<file path="config.mk">
export PLATFORM = sky130hd
export DESIGN_NAME = bram_2048x8_port_arbiter
export DESIGN_NICKNAME = d
export VERILOG_FILES = /design/src/rtl/bram_arb_pkg.sv /design/src/rtl/bram_2048x8_port_arbiter_rr_pick.sv /design/src/rtl/bram_2048x8_port_arbiter.sv
export SDC_FILE = /design/constraint.sdc
export NUM_CORES = 1
export LEC_CHECK = 0
export BUFFER_PORTS_ARGS = -buffer_cell sky130_fd_sc_hd__buf_2
export CORE_MARGIN = 3
export CORE_UTILIZATION = 52
export DETAILED_ROUTE_END_ITERATION = 8
export PLACE_DENSITY = 0.85
export SYNTH_ARGS = -nofsm -noshare
export SYNTH_HDL_FRONTEND = slang
export SYNTH_SLANG_ARGS = --single-unit
</file>
<file path="constraint.sdc">
create_clock -name CLK -period 5.7 [get_ports CLK]
set_input_delay 1.14 -clock CLK [delete_from_list [all_inputs] [get_ports CLK]]
set_output_delay 1.14 -clock CLK [all_outputs]
set_load 0.005 [all_outputs]
</file>
<file path="src/rtl/bram_arb_pkg.sv">
// Shared constants and types for the BRAM port-0 arbiter.
// Lock counter width bounds MAX_LOCK to 255.
package bram_arb_pkg;

  localparam int ADDR_W = 11;
  localparam int DATA_W = 8;
  localparam int LOCK_W = 8;
  localparam int STAT_W = 16;

  typedef enum logic {
    ARB,
    LOCKED
  } arb_state_t;

endpackage

</file>
<file path="src/rtl/bram_2048x8_port_arbiter_rr_pick.sv">
// Round-robin priority picker: first set request at or after ptr,
// wrapping modulo N; returns one-hot grant and its index.
module rr_pick
  import bram_arb_pkg::*;
#(
  parameter int N  = 4,
  parameter int PW = (N > 1) ? $clog2(N) : 1
) (
  input  logic [N-1:0]  i_req,
  input  logic [PW-1:0] i_ptr,
  output logic [N-1:0]  o_gnt,
  output logic [PW-1:0] o_idx
);

  logic [PW:0] w_pos;
  logic        w_found;

  always_comb begin
    o_gnt   = '0;
    o_idx   = '0;
    w_found = 1'b0;
    w_pos   = '0;
    for (int k = 0; k < N; k++) begin
      w_pos = {1'b0, i_ptr} + (PW+1)'(k);
      if (w_pos >= (PW+1)'(N)) begin
        w_pos = w_pos - (PW+1)'(N);
      end
      if (!w_found && i_req[w_pos[PW-1:0]]) begin
        w_found               = 1'b1;
        o_gnt[w_pos[PW-1:0]]  = 1'b1;
        o_idx                 = w_pos[PW-1:0];
      end
    end
  end

endmodule

</file>
<file path="src/rtl/bram_2048x8_port_arbiter.sv">
// Round-robin arbiter with bounded locked bursts sharing BRAM port 0.
// Optional stall statistics enabled by BRAM_ARB_STATS_EN.
module bram_2048x8_port_arbiter
  import bram_arb_pkg::*;
#(
  parameter int NREQ     = 4,
  parameter int MAX_LOCK = 16
) (
  input  logic                     CLK,
  input  logic                     RST,
  input  logic [NREQ-1:0]          req_valid,
  output logic [NREQ-1:0]          req_ready,
  input  logic [NREQ-1:0]          req_we,
  input  logic [NREQ-1:0]          req_lock,
  input  logic [NREQ*ADDR_W-1:0]   req_addr,
  input  logic [NREQ*DATA_W-1:0]   req_wdata,
  output logic [NREQ-1:0]          rsp_valid,
  output logic [DATA_W-1:0]        rsp_rdata,
`ifdef BRAM_ARB_STATS_EN
  input  logic [$clog2(NREQ)-1:0]  stat_sel,
  output logic [STAT_W-1:0]        stat_cnt,
`endif
  output logic [ADDR_W-1:0]        A0,
  output logic [DATA_W-1:0]        D0,
  output logic                     WE0,
  output logic [DATA_W-1:0]        WEM0,
  output logic                     CE0,
  input  logic [DATA_W-1:0]        Q0
);

  localparam int PW = (NREQ > 1) ? $clog2(NREQ) : 1;
  localparam logic [LOCK_W-1:0] LOCK_MAX = LOCK_W'(MAX_LOCK);

  arb_state_t        r_state;
  logic [PW-1:0]     r_ptr;
  logic [PW-1:0]     r_owner;
  logic [LOCK_W-1:0] r_cnt;

  logic [ADDR_W-1:0] r_a0;
  logic [DATA_W-1:0] r_d0;
  logic              r_we0;
  logic              r_ce0;
  logic [NREQ-1:0]   r_tag1;
  logic [NREQ-1:0]   r_tag2;

  logic [NREQ-1:0]   w_gnt;
  logic [PW-1:0]     w_gidx;
  logic [NREQ-1:0]   w_ready;
  logic [PW-1:0]     w_idx;
  logic [PW-1:0]     w_ptr_nxt;
  logic [LOCK_W-1:0] w_cnt_nxt;
  logic              w_acc;
  logic              w_lock;
  logic              w_wr;

  rr_pick #(
    .N  (NREQ),
    .PW (PW)
  ) u_pick (
    .i_req (req_valid),
    .i_ptr (r_ptr),
    .o_gnt (w_gnt),
    .o_idx (w_gidx)
  );

  always_comb begin
    w_ready = '0;
    w_idx   = w_gidx;
    if (r_state == LOCKED) begin
      w_idx            = r_owner;
      w_ready[r_owner] = req_valid[r_owner];
    end else begin
      w_ready = w_gnt;
    end
    if (RST) begin
      w_ready = '0;
    end
  end

  assign w_acc     = |w_ready;
  assign w_lock    = req_lock[w_idx];
  assign w_wr      = req_we[w_idx];
  assign w_cnt_nxt = r_cnt + 1'b1;
  assign w_ptr_nxt = (w_idx == PW'(NREQ-1)) ? '0 : w_idx + 1'b1;

  // Every cycle spent LOCKED counts, so a burst never exceeds MAX_LOCK.
  always_ff @(posedge CLK) begin
    if (RST) begin
      r_state <= ARB;
      r_ptr   <= '0;
      r_owner <= '0;
      r_cnt   <= '0;
    end else begin
      if (w_acc) begin
        r_ptr <= w_ptr_nxt;
      end
      if (r_state == ARB) begin
        if (w_acc && w_lock && (MAX_LOCK > 1)) begin
          r_state <= LOCKED;
          r_owner <= w_idx;
          r_cnt   <= LOCK_W'(1);
        end
      end else begin
        if ((w_acc && !w_lock) || (w_cnt_nxt == LOCK_MAX)) begin
          r_state <= ARB;
          r_cnt   <= '0;
        end else begin
          r_cnt <= w_cnt_nxt;
        end
      end
    end
  end

  always_ff @(posedge CLK) begin
    if (RST) begin
      r_a0   <= '0;
      r_d0   <= '0;
      r_we0  <= 1'b0;
      r_ce0  <= 1'b0;
      r_tag1 <= '0;
      r_tag2 <= '0;
    end else begin
      r_ce0  <= w_acc;
      r_we0  <= w_acc && w_wr;
      if (w_acc) begin
        r_a0 <= req_addr[w_idx*ADDR_W +: ADDR_W];
        r_d0 <= req_wdata[w_idx*DATA_W +: DATA_W];
      end
      r_tag1 <= (w_acc && !w_wr) ? w_ready : '0;
      r_tag2 <= r_tag1;
    end
  end

  assign req_ready = w_ready;
  assign A0        = r_a0;
  assign D0        = r_d0;
  assign WE0       = r_we0;
  assign CE0       = r_ce0;
  assign WEM0      = '1;
  assign rsp_valid = r_tag2;
  assign rsp_rdata = Q0;

`ifdef BRAM_ARB_STATS_EN
  logic [STAT_W-1:0] r_stall [NREQ];
  logic [STAT_W-1:0] r_stat;

  always_ff @(posedge CLK) begin
    if (RST) begin
      for (int i = 0; i < NREQ; i++) begin
        r_stall[i] <= '0;
      end
      r_stat <= '0;
    end else begin
      for (int i = 0; i < NREQ; i++) begin
        if (req_valid[i] && !w_ready[i] && (r_stall[i] != '1)) begin
          r_stall[i] <= r_stall[i] + 1'b1;
        end
      end
      r_stat <= r_stall[stat_sel];
    end
  end

  assign stat_cnt = r_stat;
`endif

endmodule
</file>
After elaboration in Yosys (flattened, before gate mapping)
Cells that the tools add are included.
- word-level logic and storage cells: 116
- register bits after elaboration: 42
- $mul: 1
- magnitude comparators: 15
- add/subtract/negate cells: 9
- bitwise operators: 6
- reduce and logical (&&, ||, !) cells: 22
- eq/ne operators: 2
- muxes and demuxes: 49
- shift-type cells: 2
- operators with widths (cell ; count):
    variable part select 44 x 7 -> 11 bit ; 1
    variable part select 32 x 6 -> 8 bit ; 1
    two-way mux 4 bit ; 6
    two-way mux 8 bit ; 3
    two-way mux 2 bit ; 10
    less-than comparator 2 x 3 -> 1 bit, second input constant ; 6
    two-way mux 1 bit ; 18
    binary-select mux 1 bit (select 2 bit) ; 7
    logical AND 1 bit ; 12
    OR 4 bit ; 3
    demux 1 bit (select 2 bit) ; 5
    >= comparator 2 x 1 -> 1 bit, second input constant ; 5
    >= comparator 3 bit, second input constant ; 3
    adder 8 x 1 -> 8 bit, second input constant ; 1
    equality test 8 x 5 -> 1 bit, second input constant ; 1
    subtractor 2 x 1 -> 2 bit, second input constant ; 4
    adder 2 x 2 -> 3 bit, second input constant ; 2
    multiplier 2 x 4 -> 6 bit, second input constant ; 1
    zero test 1 bit ; 5
    AND 4 bit ; 1
    OR reduction 4 bit ; 1
    adder 2 x 1 -> 3 bit, second input constant ; 1
    >= comparator 2 x 3 -> 1 bit, second input constant ; 1
    adder 2 x 1 -> 2 bit, second input constant ; 1
    other kinds (6) ; 7

Depth between registers and ports, before layout
Gate-level depths: netlist of the first run.
- depth after elaboration: 22
- depth in mapped cells: 15

By module
From an unflattened synthesis of the first run, not the netlist that was laid out.
- cells, all modules: 307
- area, all modules: 2832.7 sq um
- by module, submodules not included (module ; instances ; cells an instance ; sequential area each (sq um) ; area an instance (sq um)):
    bram_2048x8_port_arbiter ; 1 ; 242 ; 840.8 ; 2343.5
    rr_pick ; 1 ; 65 ; 0.0 ; 489.2

Worst setup path before layout of the first run
No wires, ideal clock.
- path kind: input to output
- from: input req_valid[0]
- to: output req_ready[1]
- cell stages on the path: 5
- buffers on the path: 1
- arrival time: 2.379 ns
- slack: 2.181 ns
- path through: buf_2 > mux2_2 > nor4_1 > o211a_1 > a211o_1
- word-level cells in the longest chain between the ends: 14
- ends and longest elaborated chain (element ; RTL line ; source):
    start: declaration ; bram_2048x8_port_arbiter.sv:11 ; input logic [NREQ-1:0] req_valid,
    binary-select mux 1 bit (select 2 bit) ; bram_2048x8_port_arbiter_rr_pick.sv:28 ; if (!w_found && i_req[w_pos[PW-1:0]]) begin
    two-way mux 1 bit (not written as such) ; bram_2048x8_port_arbiter_rr_pick.sv:28 ;
    two-way mux 1 bit ; bram_2048x8_port_arbiter_rr_pick.sv:28 ;
    zero test 1 bit ; bram_2048x8_port_arbiter_rr_pick.sv:28 ;
    logical AND 1 bit ; bram_2048x8_port_arbiter_rr_pick.sv:28 ;
    two-way mux 1 bit ; bram_2048x8_port_arbiter_rr_pick.sv:28 ;
    zero test 1 bit ; bram_2048x8_port_arbiter_rr_pick.sv:28 ;
    logical AND 1 bit ; bram_2048x8_port_arbiter_rr_pick.sv:28 ;
    two-way mux 1 bit ; bram_2048x8_port_arbiter_rr_pick.sv:28 ;
    zero test 1 bit ; bram_2048x8_port_arbiter_rr_pick.sv:28 ;
    logical AND 1 bit ; bram_2048x8_port_arbiter_rr_pick.sv:28 ;
    two-way mux 4 bit ; bram_2048x8_port_arbiter_rr_pick.sv:28 ;
    two-way mux 4 bit (*) ; bram_2048x8_port_arbiter.sv:69 ; if (r_state == LOCKED) begin
    two-way mux 4 bit (*) ; bram_2048x8_port_arbiter.sv:75 ; if (RST) begin
    end: declaration ; bram_2048x8_port_arbiter.sv:12 ; output logic [NREQ-1:0] req_ready,
Mark *: on every way between the ends. The rest lies on a longest branch, timed or not. The select of a mux whose other input is x is not followed.

Worst setup path in the final report of the first run
- from: register r_ptr[0]
- to: output req_ready[2]
- word-level cells in the longest chain between the ends: 16
- ends and longest elaborated chain (element ; RTL line ; source):
    start: declaration ; bram_2048x8_port_arbiter.sv:35 ; logic [PW-1:0] r_ptr;
    start signal: assignment ; bram_2048x8_port_arbiter.sv:95 ; r_ptr <= w_ptr_nxt;
    branches (longest 13 deep; another with adder 2 x 1 -> 3 bit) ; - ;
    two-way mux 4 bit (*) ; bram_2048x8_port_arbiter_rr_pick.sv:28 ;
    two-way mux 4 bit (*) ; bram_2048x8_port_arbiter.sv:69 ;
    two-way mux 4 bit (*) ; bram_2048x8_port_arbiter.sv:75 ;
Every way passes the cells marked *. The select of a mux whose other input is x is not followed.

==> metrics, run 1 <==
DR vias/cell=5.72; max-slew violations=0; vias in the first global route=between 3,000 and 4,000; reg2reg end=r_cnt[2]; CTS tree=done; R2R cell count=11; Final Hold Vio Count=0; HPWL Detailed=6390 um; drt pass-1 iters=4; Resized Gates After CTS=0; crit path kind=register to primary output; hold path cells=1; Post-synth EDFFs=0; setup bufs post-CTS=0; total number of vias=between 3,000 and 4,000; total CTS buffers=5; area delta synth->final=17.8%; Worst setup EP type=primary output; pin count of the biggest net entering global routing=44; die area=7280 um^2; first-pass GRT wire length=around 14,000 um; Syn Inst Count=about 400; PortBufs=between 100 and 150; Die X=85.3 um; type of origin of the critical path=register; DRT iter0 DRCs=211; count of hold-fix buffers inserted at cts=0; DRT Wirelength=approximately 8600 um; DRC violations left=0; Starting Density=between 50 and 60%; setup_tns=0 ns; Tcrit/Tclk final=~87%; RSZ-0062 raised after global routing=false; CP Max Fanout=22; peak supply drop=0.294 mV; Diodes inserted=0; minimum clock period=a little under 5 ns; Most used DFF post-synth=dfxtp_1; placed cell count=about 560; syn avg cell area=8.12 um^2; worst hold endpoint=rsp_valid[1]; hold wc startpoint=r_tag1[1]; flops & latches, synth=between 40 and 50; Arrival @ worst endpoint=about 3.8 ns; Largest stage delay, worst path=0.85 ns; clock sinks=42; H-tree levels=2; I/O Pins=around 140; Die H=approximately 85 um; grt ovf=0; DR WL/cell=approximately 15 um; Antenna Nets Post-Route=0; CTS Buffer Depth=2; Total Routing Usage GR=between 20% and 30%; Routability Congestion=between 0.9 and 1; worst hold margin=about 0.45 ns; NumNets Final=602; Cell Area, Synth=between 3000 and 4000 um^2; Worst EP required=4.56 ns; Critical-path top delay cell=dfxtp_1; Overall Power=between 0.0015 and 0.002 W; f_max=approximately 200 MHz; Max-cap violations=0; crit path cell chain=inv_1 > ha_1 > mux2_2 > nor4_1 > o2111ai_1 > o211ai_1 > buf_2; Pwr per Cell Area=~500 nW/um^2; worst-skew pair later-pin latency=roughly 0.30 ns; r2r setup slk=~0.92 ns; final setup vio count=0; core area=5990 um^2; Synth cell types=64; Non-Filler Instances=570; number of fill cells=roughly 530; row cnt=28; Ys Warns=0; fraction of layout cells with a size suffix above 1=34.1%; worst slew pin tran=approximately 0.82 ns; Synth async-reset ratio=0%; post-synthesis sequential area ratio=roughly 26%; Clock transition at path regs=about 0.07 ns; type of the worst min-delay path=register to register; root buffer cell=clkbuf_8; initial antenna violation count=0; worst r2r src=r_ptr[0]; leak pwr=around 1.8 nW; Clock Skews=between 0.007 and 0.008 ns; status=complete, no violations; Slew headroom=~45%
==> area by class of cell <==
| class | count | area, um^2 | share of cell area, % |
|---|---|---|---|
| Tap cell | 75 | 93.8 | 2.43 |
| Inverter | 10 | 37.5 | 0.973 |
| Multi-Input combinational cell | 314 | 2160 | 56.0 |
| Sequential cell | 42 | 841 | 21.8 |
| Clock inverter | 2 | 37.5 | 0.973 |
| Timing Repair Buffer | 121 | 613 | 15.9 |
| Clock buffer | 6 | 72.6 | 1.88 |
==> flip-flops by register name (all words and copies together), names as in the netlist <==
register	cells
r_owner	2
r_ptr	2
WE0	1
D0	8
r_state	1
r_tag1	4
rsp_valid	4
CE0	1
A0	11
r_cnt	8
==> stage by stage <==
step	instance area [um^2]	util (%)	worst slack, ns
final	3860	64.4	0.753
after global routing	3860	64.4	0.466
after CTS	3860	64.4	0.822
after detailed placement	3750	62.5	1.01
after global placement	3750	62.5	1.16
after floorplan	3300	-	2.18
==> synthesized netlist by cell type, types with 3 or more instances <==
| cell type | instances | area share, % |
|---|---|---|
| a21oi_1 | 31 | 4.7 |
| a221o_1 | 4 | 1.2 |
| a22o_1 | 3 | 0.80 |
| a311o_1 | 19 | 5.8 |
| and2_1 | 6 | 1.1 |
| and3_1 | 7 | 1.3 |
| buf_2 | 13 | 2.0 |
| buf_4 | 17 | 3.9 |
| clkbuf_1 | 12 | 1.4 |
| dfxtp_1 | 42 | 26 |
| ha_1 | 10 | 3.8 |
| inv_1 | 8 | 0.92 |
| mux2_2 | 23 | 7.9 |
| mux2i_1 | 8 | 2.4 |
| nand2_1 | 76 | 8.7 |
| nand2b_1 | 5 | 0.96 |
| nand3_1 | 11 | 1.7 |
| nand3b_1 | 3 | 0.69 |
| nor2_1 | 30 | 3.4 |
| nor2b_1 | 5 | 0.96 |
| o2111ai_1 | 4 | 1.1 |
| o211ai_1 | 4 | 0.92 |
| o21ai_0 | 6 | 0.92 |
==> worst max-delay path, delay by kind of cell (launching register included) <==
family	cells	cell delay, ns
and+or+nand+nor	1	0.64
adders and majority gates	1	0.64
DFF	1	0.85
buffers and inverters	2	0.56
AOI/OAI and AO/OA	2	0.38
muxes	1	0.44
==> worst max path at each step <==
stage,from,endpoint,slack (ns),cells after the start
finish,r_ptr[0],req_ready[2],0.75,7
global route,r_ptr[0],req_ready[2],0.47,7
CTS,r_ptr[0],req_ready[3],0.82,7
detailed placement,r_ptr[0],r_cnt[5],1.01,11
global placement,r_ptr[0],r_cnt[4],1.16,11
floorplan,req_valid[0],req_ready[1],2.18,5
==> power breakdown <==
group,internal (W),switching (W),leakage (nW)
clock,0.000131,0.000105,0.0514
sequential,0.000378,0.0000678,0.345
combinational,0.000544,0.000707,1.37
==> cells by family (layout without fill, tap and decap cells) <==
group           Yosys count  after routing  synth area share (%)
compound gates           98             98                  24.3
xor+xnor                  2              2                 0.535
fa+ha+maj                10             10                  3.82
buf+inv                  54            139                  9.10
flops                    42             42                  25.7
mux                      36             36                  13.5
other cells               1              8                 0.115
simple gates            160            160                  23.0
==> placed cells by master (no fill, tap or decap), drive strengths merged, types with 3 or more instances in the layout <==
cell type,instances
and2,6
mux2i,10
nand2,76
mux2,23
conb,8
nand2b,5
clkbuf,6
a311o,19
o2111ai,4
nor2b,5
buf,121
nand3,11
inv,10
and3,8
nand3b,3
o211ai,5
a2111oi,3
a221o,4
o22ai,4
dfxtp,42
a21oi,33
ha,10
o21ai,6
a22o,3
mux4,3
o211a,3
nor2,31
==> routing by layer <==
layer / share of wire [%] / vias up / GRT usage (%)
li1: - / 1613 / -
met1: 41 / 1514 / 27.8
met2: 51 / 120 / 39.3
met3: 7.2 / 11 / 5.34
met4: 1.2 / 0 / 6.33
met5: 0 / - / 0
(Power assumes the default switching activity.)
==> inputs of run 2 (changes only) <==
--- a/config.mk
+++ b/config.mk
@@ -6,10 +6,12 @@
 export NUM_CORES = 1
 export LEC_CHECK = 0
 export BUFFER_PORTS_ARGS = -buffer_cell sky130_fd_sc_hd__buf_2
+export CELL_PAD_IN_SITES_DETAIL_PLACEMENT = 1
+export CELL_PAD_IN_SITES_GLOBAL_PLACEMENT = 2
 export CORE_MARGIN = 3
-export CORE_UTILIZATION = 52
+export CORE_UTILIZATION = 28
 export DETAILED_ROUTE_END_ITERATION = 8
-export PLACE_DENSITY = 0.85
+export PLACE_DENSITY = 0.84
 export SYNTH_ARGS = -nofsm -noshare
 export SYNTH_HDL_FRONTEND = slang
 export SYNTH_SLANG_ARGS = --single-unit
==> run 2 against run 1 <==
Global-route usage decreased by 6.5 points. Critical endpoint is now req_ready[1]. Non-clock buffer count increased by 2. Sequential power decreased by 4.7%. Worst hold slack got worse by 0.012 ns. Design area increased by 3.5%. Count of clock-buffer cells in the layout decreased by 1. Power increased by 6.2%. Core utilization decreased by 29 points. First-iteration DRC count decreased by 6.2%. Via count increased by 2.0%.
==> metrics, run 2 (synthesis gave the netlist of run 1 again) <==
hold wc startpoint=r_tag1[0] (was r_tag1[1]); storage element area=841 um^2 (unchanged); Final Hold Vio Count=0 (unchanged); Starting Density=29.4% (was 54.6%); Max-cap violations=0 (unchanged); area of the multi-input gates=2160 um^2 (unchanged); die area=13,000 um^2 (was 7280 um^2); Diodes inserted=0 (unchanged); drt pass-1 iters=4 (unchanged); worst slew pin tran=0.722 ns (was 0.818 ns); worst hold endpoint=rsp_valid[0] (was rsp_valid[1]); first-pass GRT wire length=17,000 um (was 13,800 um); grt ovf=0 (unchanged); Routability Congestion=0.823 (was 0.993); Worst setup EP type=primary output (unchanged); Tcrit/Tclk final=82.1% (was 86.8%); type of origin of the critical path=register (unchanged); Die H=114 um (was 85.3 um); initial antenna violation count=0 (unchanged); Worst EP required=4.56 ns (about the same); DRT iter0 DRCs=198 (was 211); pin count of the biggest net entering global routing=44 (unchanged); f_max=214 MHz (was 202 MHz); NumNets Final=604 (was 602); Slew headroom=51.4% (was 45.0%); Clock Skews=0.00661 ns (was 0.00719 ns); core area=11,100 um^2 (was 5990 um^2); hold path cells=1 (unchanged); fraction of layout cells with a size suffix above 1=34.5% (was 34.1%); I/O Pins=143 (unchanged); worst r2r src=r_ptr[0] (unchanged); peak supply drop=0.234 mV (was 0.294 mV); Antenna Nets Post-Route=0 (unchanged); root buffer cell=clkbuf_16 (was clkbuf_8); PortBufs=118 (unchanged); Arrival @ worst endpoint=3.54 ns (was 3.81 ns); DRC violations left=0 (unchanged); final setup vio count=0 (unchanged); RSZ-0062 raised after global routing=false (unchanged); DRT Wirelength=10,600 um (was 8550 um); worst-skew pair later-pin latency=0.28 ns (was 0.30 ns); CP Max Fanout=22 (unchanged); DR WL/cell=16.7 um (was 15.0 um); most frequent cells in the layout=118 x buf_2, 76 x nand2_1, 42 x dfxtp_1 (unchanged); reg2reg end=r_ptr[1] (was r_cnt[2]); R2R cell count=13 (was 11); max-slew violations=0 (unchanged); vias in the first global route=3,392 (was 3,048); DR vias/cell=5.23 (was 5.72); total CTS buffers=5 (unchanged); setup bufs post-CTS=0 (unchanged); Pwr per Cell Area=515 nW/um^2 (was 501 nW/um^2); number of flip-flops in the largest register=11 (unchanged); area delta synth->final=21.9% (was 17.8%); status=complete, no violations (unchanged); Total Routing Usage GR=16.1% (was 22.6%); clock sinks=42 (unchanged); leak pwr=1.80 nW (was 1.77 nW); number of fill cells=1,401 (was 526); Overall Power=0.00205 W (was 0.00193 W); row cnt=38 (was 28); minimum clock period=4.68 ns (was 4.95 ns); commonest non-fill, non-tap cell in the layout=buf_2 (unchanged); Clock transition at path regs=0.06 ns (was 0.07 ns); count of hold-fix buffers inserted at cts=0 (unchanged); CTS Buffer Depth=2 (unchanged); type of the worst min-delay path=register to register (unchanged); Die X=114 um (was 85.3 um); Resized Gates After CTS=0 (unchanged); CTS tree=done (unchanged); r2r setup slk=1.25 ns (was 0.92 ns); H-tree levels=2 (unchanged); total number of vias=3,324 (was 3,258); setup_tns=0 ns (unchanged); HPWL Detailed=8160 um (was 6390 um); crit path kind=register to primary output (unchanged)
## run 2: cell count changes in the layout (fill, tap and decap cells not counted)
cell / change
clkbuf_16: +5
clkbuf_8: -5
clkinv_2: +2
buf_12: +1
buf_4: +1
bufinv_16: -1
clkbuf_1: -1
clkinvlp_4: -1
## run 2: metrics by stage
stage               cells  util (%)  hold slack (ns)  setup slack [ns]  area, um^2
global placement      629      34.6            0.416              1.44        3850
CTS                   636      35.9            0.438              1.06        3990
detailed placement    629      34.6            0.424              1.29        3850
floorplan             410         -            0.414              2.18        3300
global route          636      35.9            0.453             0.790        3990
finish                636      35.9            0.434              1.02        3990
## run 2: per-layer routing
metal | up-vias | share of wire [%] | GRT usage [%]
li1 | 1616 | - | -
met1 | 1614 | 42 | 19.5
met2 | 78 | 52 | 29.5
met3 | 16 | 4.4 | 2.59
met4 | 0 | 1.4 | 3.80
met5 | - | 0 | 0
## run 2: critical path, stage by stage, from the launching register on
cell and delay [ns]:
dfxtp_1 0.31, buf_4 0.27, inv_1 0.28, ha_1 0.62, mux2_2 0.43, mux2i_1 0.47
o211ai_1 0.22, a31oi_1 0.32, a211o_1 0.20, buf_2 0.13
## run 2: layout make-up
| type | count | share of cell area (%) |
|---|---|---|
| Sequential cell | 42 | 21.1 |
| Multi-Input combinational cell | 314 | 54.2 |
| Tap cell | 140 | 4.39 |
| Clock buffer | 5 | 3.14 |
| Inverter | 10 | 0.941 |
| Clock inverter | 2 | 0.251 |
| Timing Repair Buffer | 123 | 16.1 |
## run 2: power by group
| part | internal (W) | total [W] | switching [W] |
|---|---|---|---|
| Sequential | 0.000379 | 0.000425 | 0.0000464 |
| Combinational | 0.000574 | 0.00135 | 0.000781 |
| Clock | 0.000158 | 0.000274 | 0.000116 |
| Total | 0.00111 | 0.00205 | 0.000943 |
## run 2: how the worst max path moves through the flow
| stage | startpoint | endpoint | slack, ns | cells after the start |
|---|---|---|---|---|
| global route | r_ptr[0] | req_ready[1] | 0.79 | 9 |
| CTS | r_ptr[1] | req_ready[1] | 1.06 | 8 |
| detailed placement | r_ptr[0] | r_cnt[4] | 1.29 | 11 |
| finish | r_ptr[0] | req_ready[1] | 1.02 | 9 |
| global placement | r_ptr[0] | r_ptr[1] | 1.44 | 13 |
| floorplan | req_valid[0] | req_ready[1] | 2.18 | 5 |
